[config.mk]
export PLATFORM = sky130hd
export DESIGN_NAME = input_key_start_flat
export DESIGN_NICKNAME = d
export VERILOG_FILES = /design/src/rtl/input_key_start_if.sv /design/src/rtl/input_key_start.sv /design/src/flat_wrapper.sv
export SDC_FILE = /design/constraint.sdc
export NUM_CORES = 1
export LEC_CHECK = 0
export ABC_CLOCK_PERIOD_IN_PS = 2600
export CORE_UTILIZATION = 60
export DETAILED_ROUTE_END_ITERATION = 16
export GPL_TIMING_DRIVEN = 0
export PLACE_DENSITY_LB_ADDON = 0.3
export RECOVER_POWER = 100
export SETUP_SLACK_MARGIN = 0.1
export SYNTH_ARGS = -nofsm -noshare
export SYNTH_HDL_FRONTEND = slang
export SYNTH_SLANG_ARGS = --single-unit
[constraint.sdc]
create_clock -name clk -period 2.6 [get_ports clk]
set_clock_uncertainty 0.1 [all_clocks]
set_input_delay 0.39 -clock clk [delete_from_list [all_inputs] [get_ports clk]]
set_output_delay 0.39 -clock clk [all_outputs]
set_load 0.02 [all_outputs]
[src/rtl/input_key_start_if.sv]
// Board-side key/start handshake between the push-button front end and the inference controller.
// The master drives the raw key and controller readiness; the slave returns the debounced level and start request.
interface input_key_start_if;
    logic key_in;
    logic ready;
    logic key_state;
    logic start;
    logic pending;

    modport master (
        output key_in,
        output ready,
        input  key_state,
        input  start,
        input  pending
    );

    modport slave (
        input  key_in,
        input  ready,
        output key_state,
        output start,
        output pending
    );
endinterface

[src/rtl/input_key_start.sv]
// Push-button start generator: synchronises and debounces an active-low key and turns each
// accepted press into one start pulse, holding a single pending request while the controller is busy.
module input_key_start #(
    parameter int unsigned DEBOUNCE_COUNT = 32'd75000
) (
    input  logic               clk,
    input  logic               rst,
    input_key_start_if.slave   key_if
);

    localparam logic [31:0] LAST_COUNT = 32'(DEBOUNCE_COUNT - 32'd1);

    typedef enum logic [1:0] {
        IDLE           = 2'd0,
        PRESS_FILTER   = 2'd1,
        PRESSED        = 2'd2,
        RELEASE_FILTER = 2'd3
    } state_t;

    logic        sync_meta_r;
    logic        sync_key_r;
    state_t      state_r;
    state_t      state_next_s;
    logic [31:0] count_r;
    logic [31:0] count_next_s;
    logic        press_event_s;
    logic        key_state_r;
    logic        key_state_next_s;
    logic        start_r;
    logic        start_next_s;
    logic        pending_r;
    logic        pending_next_s;
    logic        request_s;

    // Two-flop synchroniser; idles at the released level so reset never looks like a press.
    always_ff @(posedge clk or posedge rst) begin
        if (rst) begin
            sync_meta_r <= 1'b1;
            sync_key_r  <= 1'b1;
        end else begin
            sync_meta_r <= key_if.key_in;
            sync_key_r  <= sync_meta_r;
        end
    end

    // Debounce state, stability counter and debounced key level.
    always_ff @(posedge clk or posedge rst) begin
        if (rst) begin
            state_r     <= IDLE;
            count_r     <= 32'd0;
            key_state_r <= 1'b0;
        end else begin
            state_r     <= state_next_s;
            count_r     <= count_next_s;
            key_state_r <= key_state_next_s;
        end
    end

    // Debounce next-state: any level flip inside a filter window abandons it without an event.
    always_comb begin
        state_next_s  = state_r;
        count_next_s  = count_r;
        press_event_s = 1'b0;
        case (state_r)
            IDLE: begin
                if (!sync_key_r) begin
                    state_next_s = PRESS_FILTER;
                    count_next_s = 32'd0;
                end else begin
                    count_next_s = 32'd0;
                end
            end
            PRESS_FILTER: begin
                if (sync_key_r) begin
                    state_next_s = IDLE;
                    count_next_s = 32'd0;
                end else if (count_r == LAST_COUNT) begin
                    state_next_s  = PRESSED;
                    count_next_s  = 32'd0;
                    press_event_s = 1'b1;
                end else begin
                    count_next_s = count_r + 32'd1;
                end
            end
            PRESSED: begin
                if (sync_key_r) begin
                    state_next_s = RELEASE_FILTER;
                    count_next_s = 32'd0;
                end else begin
                    count_next_s = 32'd0;
                end
            end
            RELEASE_FILTER: begin
                if (!sync_key_r) begin
                    state_next_s = PRESSED;
                    count_next_s = 32'd0;
                end else if (count_r == LAST_COUNT) begin
                    state_next_s = IDLE;
                    count_next_s = 32'd0;
                end else begin
                    count_next_s = count_r + 32'd1;
                end
            end
            default: begin
                state_next_s = IDLE;
                count_next_s = 32'd0;
            end
        endcase
        key_state_next_s = (state_next_s == PRESSED) || (state_next_s == RELEASE_FILTER);
    end

    // A new press while a request is already waiting collapses into that one request.
    always_comb begin
        request_s      = press_event_s | pending_r;
        start_next_s   = request_s & key_if.ready;
        pending_next_s = request_s & ~key_if.ready;
    end

    // Registered start pulse and single-entry pending flag.
    always_ff @(posedge clk or posedge rst) begin
        if (rst) begin
            start_r   <= 1'b0;
            pending_r <= 1'b0;
        end else begin
            start_r   <= start_next_s;
            pending_r <= pending_next_s;
        end
    end

    assign key_if.key_state = key_state_r;
    assign key_if.start     = start_r;
    assign key_if.pending   = pending_r;

endmodule

[src/flat_wrapper.sv]
// flat-port wrapper written by rule: the top's interface ports become plain ports
module input_key_start_flat 
#(
    parameter int unsigned DEBOUNCE_COUNT = 32'd75000
)
  (clk, rst, key_if_key_in, key_if_ready, key_if_key_state, key_if_start, key_if_pending);
  input_key_start_if key_if_i ();
  input  logic clk;
  input  logic rst;
  input wire logic [$bits(key_if_i.key_in)-1:0] key_if_key_in;
  input wire logic [$bits(key_if_i.ready)-1:0] key_if_ready;
  output wire logic [$bits(key_if_i.key_state)-1:0] key_if_key_state;
  output wire logic [$bits(key_if_i.start)-1:0] key_if_start;
  output wire logic [$bits(key_if_i.pending)-1:0] key_if_pending;
  assign key_if_i.key_in = key_if_key_in;
  assign key_if_i.ready = key_if_ready;
  assign key_if_key_state = key_if_i.key_state;
  assign key_if_start = key_if_i.start;
  assign key_if_pending = key_if_i.pending;
  input_key_start #(.DEBOUNCE_COUNT(DEBOUNCE_COUNT)) u_core (.clk(clk), .rst(rst), .key_if(key_if_i));
endmodule
==> flow_metrics.tcl <==
set metrics [dict create \
    synth_cell_type_count 33 \
    synth.area.top_cells "dfrtp_1, nand4_1, o31ai_1, or4_1, xor2_1" \
    fin_crit_ns 2.40 \
    start_kind "flip-flop" \
    initialDrtViolationCount 136 \
    synthArstFlopShare_pct 100 \
    firstDrtPassIters 4 \
    worst_setup_path_end_kind "flip-flop" \
    synth_common_cells "dfrtp_1, nor2_1, a21oi_1, nand4_1" \
    port-buffer-count 6 \
    syn_area_um2 2060 \
    finalNonFillerCells 272 \
    hold_class "flip-flop to flip-flop" \
    finalHoldViolCount 0 \
    syn-num-nets 218 \
    fillerInstances 251 \
    synth_top_cell_by_area "dfrtp_1" \
    cts_buffers 5 \
    fp.dieArea_um2 3670 \
    cts-root-buf "clkbuf_4" \
    synth-edff-count 0 \
    num_rows 20 \
    final-seq-area_um2 978 \
    synthCells 213 \
    p_leak_nw 0.892 \
    grt_overflow_total 0 \
    gp_congestion 0.861 \
    power_frac_clock_pct 35.4 \
    wirelength_um 4650 \
    syn_to_final_growth_pct 9.48 \
    synth_most_common_cell "dfrtp_1" \
    grt_pass1_vias 1640 \
    crit_type "flip-flop to flip-flop" \
    drtAntennaViolNets 0 \
    cts_tree "yes" \
    worstMarginPinSlew_ns 1.02 \
    grt_usage_pct 28.9 \
    power_density_nw_per_um2 445 \
    synth_top_area_share_pct 45.0 \
    power.switching_w 0.000223 \
    pin_count 7 \
    multi_input_area_um2 992 \
    clk-insertion-delay-late_ns 0.34 \
    cts.path.max_buffers 2 \
    hold_ws_ns 0.269 \
    antenna_found_initial 0 \
    clkSinkCount 39 \
    cp_max_fo 10 \
    rsz0062_at_grt "no" \
    final_util_pct 71.5 \
    initial_core_util_pct 65.3 \
    slew_violations 0 \
    route.detailed.drc 0 \
    ys_warn_count 0 \
    ctsHoldBuffers 0 \
    ys_seq_area_share_pct 47.5 \
    nets 232 \
    pwr-share-seq_pct 61.3 \
    finalSetupTns_ns 0 \
    synth_area_per_cell_um2 9.66 \
    die_w_um 60.6 \
    min_period_over_period_pct 92.3 \
    power.internal_w 0.000780 \
    diodes 0 \
    ys.flop_type "dfrtp_1" \
    setup_viol_count_final 0 \
    cp.arrival_ns 2.53 \
    clk_pin_slew_ns 0.12 \
    grt_first_pass_wirelength_um 7690 \
    slew_headroom_pct 31.9 \
    vias 1787 \
    drive_gt1_share_pct 9.21 \
    place_hpwl_um 3280 \
    fp.dieH_um 60.6 \
    htreeDepth 2 \
    ys_ff_latch 39 \
    status "finished clean" \
    cp.required_ns 2.73 \
    pwr-share-comb_pct 3.3 \
    max_freq_mhz 417 \
    post_drt_wl_per_cell_um 17.1 \
    vias_per_cell 6.57 \
    maxCapViolCount 0 \
    core_area_um2 3150 \
    sw_frac_of_total_pct 22.2 \
    grt_max_degree 23 \
    place_inst 264 \
    p_total_w 0.00100 \
    ir_drop_v 0.000284 \
]
## state kept, by name (all words and copies together) (netlist names)
register                 count
u_core.count_r              32
u_core.key_if.key_state      1
u_core.key_if.pending        1
u_core.state_r               2
u_core.key_if.start          1
u_core.sync_key_r            1
u_core.sync_meta_r           1
## what timing repair did
action | CTS | global route
gates resized for setup | 0 | 6
setup buffers | 0 | 0
setup endpoints to repair | 0 | 19
## per-stage QoR
step	cell area (um2)	setup slack (ns)
floorplan	2060	0.542
global placement	2170	0.358
detailed placement	2200	0.218
CTS	2270	0.207
global route	2250	0.0838
finish	2250	0.200
## final timing paths
kind / depth (start not counted) / to / from / slack (ns)
max: 7 / u_core.count_r[31] / u_core.count_r[9] / 0.20
min: 0 / u_core.sync_key_r / u_core.sync_meta_r / 0.27
max reg2reg: 7 / u_core.count_r[31] / u_core.count_r[9] / 0.20
min reg2reg: 0 / u_core.sync_key_r / u_core.sync_meta_r / 0.27
max in group asynchronous: 3 / u_core.count_r[24] / rst / 0.48
min in group asynchronous: 2 / u_core.count_r[4] / rst / 0.46
## routing by layer
layer	share of wire, %	vias up	global-route usage (%)	routed length (um)
li1	-	831	-	-
met1	41	848	38.1	1920
met2	49	90	47.4	2270
met4	3.0	0	13.3	138
met3	6.9	18	4.05	320
met5	0	-	0	0
## placed cells by master, fill, tap and decap left out, types with 4 or more instances in the layout
cell type / instances
dfrtp_1: 37
nor2_1: 18
nand4_1: 15
a21oi_1: 15
or4_1: 13
o31ai_1: 12
nor4_1: 11
nand2_1: 11
nand3_1: 11
clkbuf_1: 10
xor2_1: 9
and4_1: 7
xnor2_1: 7
clkbuf_4: 5
dlygate4sd3_1: 5
clkbuf_2: 4
and3_1: 4
o21ai_0: 4
## kinds of logic (layout without fill, tap and decap cells)
kind of cell | Yosys count | count (layout) | synth area share, %
AND/OR/NAND/NOR | 103 | 103 | 30.2
AO/OA/AOI/OAI | 33 | 33 | 9.79
buffers and inverters | 19 | 34 | 4.07
adder cells (fa/ha/maj) | 1 | 1 | 0.608
XOR/XNOR | 16 | 16 | 6.81
flip-flops | 39 | 39 | 47.5
multiplexers | 2 | 2 | 0.973
## cell type report
cell class	count	area share, %
inverter	3	0.500
sequential	39	43.4
multi-input combinational	155	44.0
timing repair buffer	7	3.22
tap	44	2.44
buffer	16	3.33
clock buffer	8	3.05
## power by group through the flow
| stage | clock (W) | combinational (W) | sequential [W] |
|---|---|---|---|
| after floorplan | 0 | 0.0000198 | 0.000626 |
| after global placement | 0 | 0.0000313 | 0.000626 |
| after detailed placement | 0 | 0.0000383 | 0.000627 |
| after CTS | 0.000358 | 0.0000384 | 0.000615 |
| after global routing | 0.000388 | 0.0000378 | 0.000616 |
| final | 0.000355 | 0.0000332 | 0.000615 |
## critical path, stage by stage (launching register included)
cell	delay, ns
dfrtp_1	0.36
clkbuf_2	0.20
nand3_1	0.20
or4_1	0.58
buf_6	0.17
clkbuf_1	0.22
o31ai_1	0.35
a21oi_1	0.10
Power figures use the tool's default switching activity.
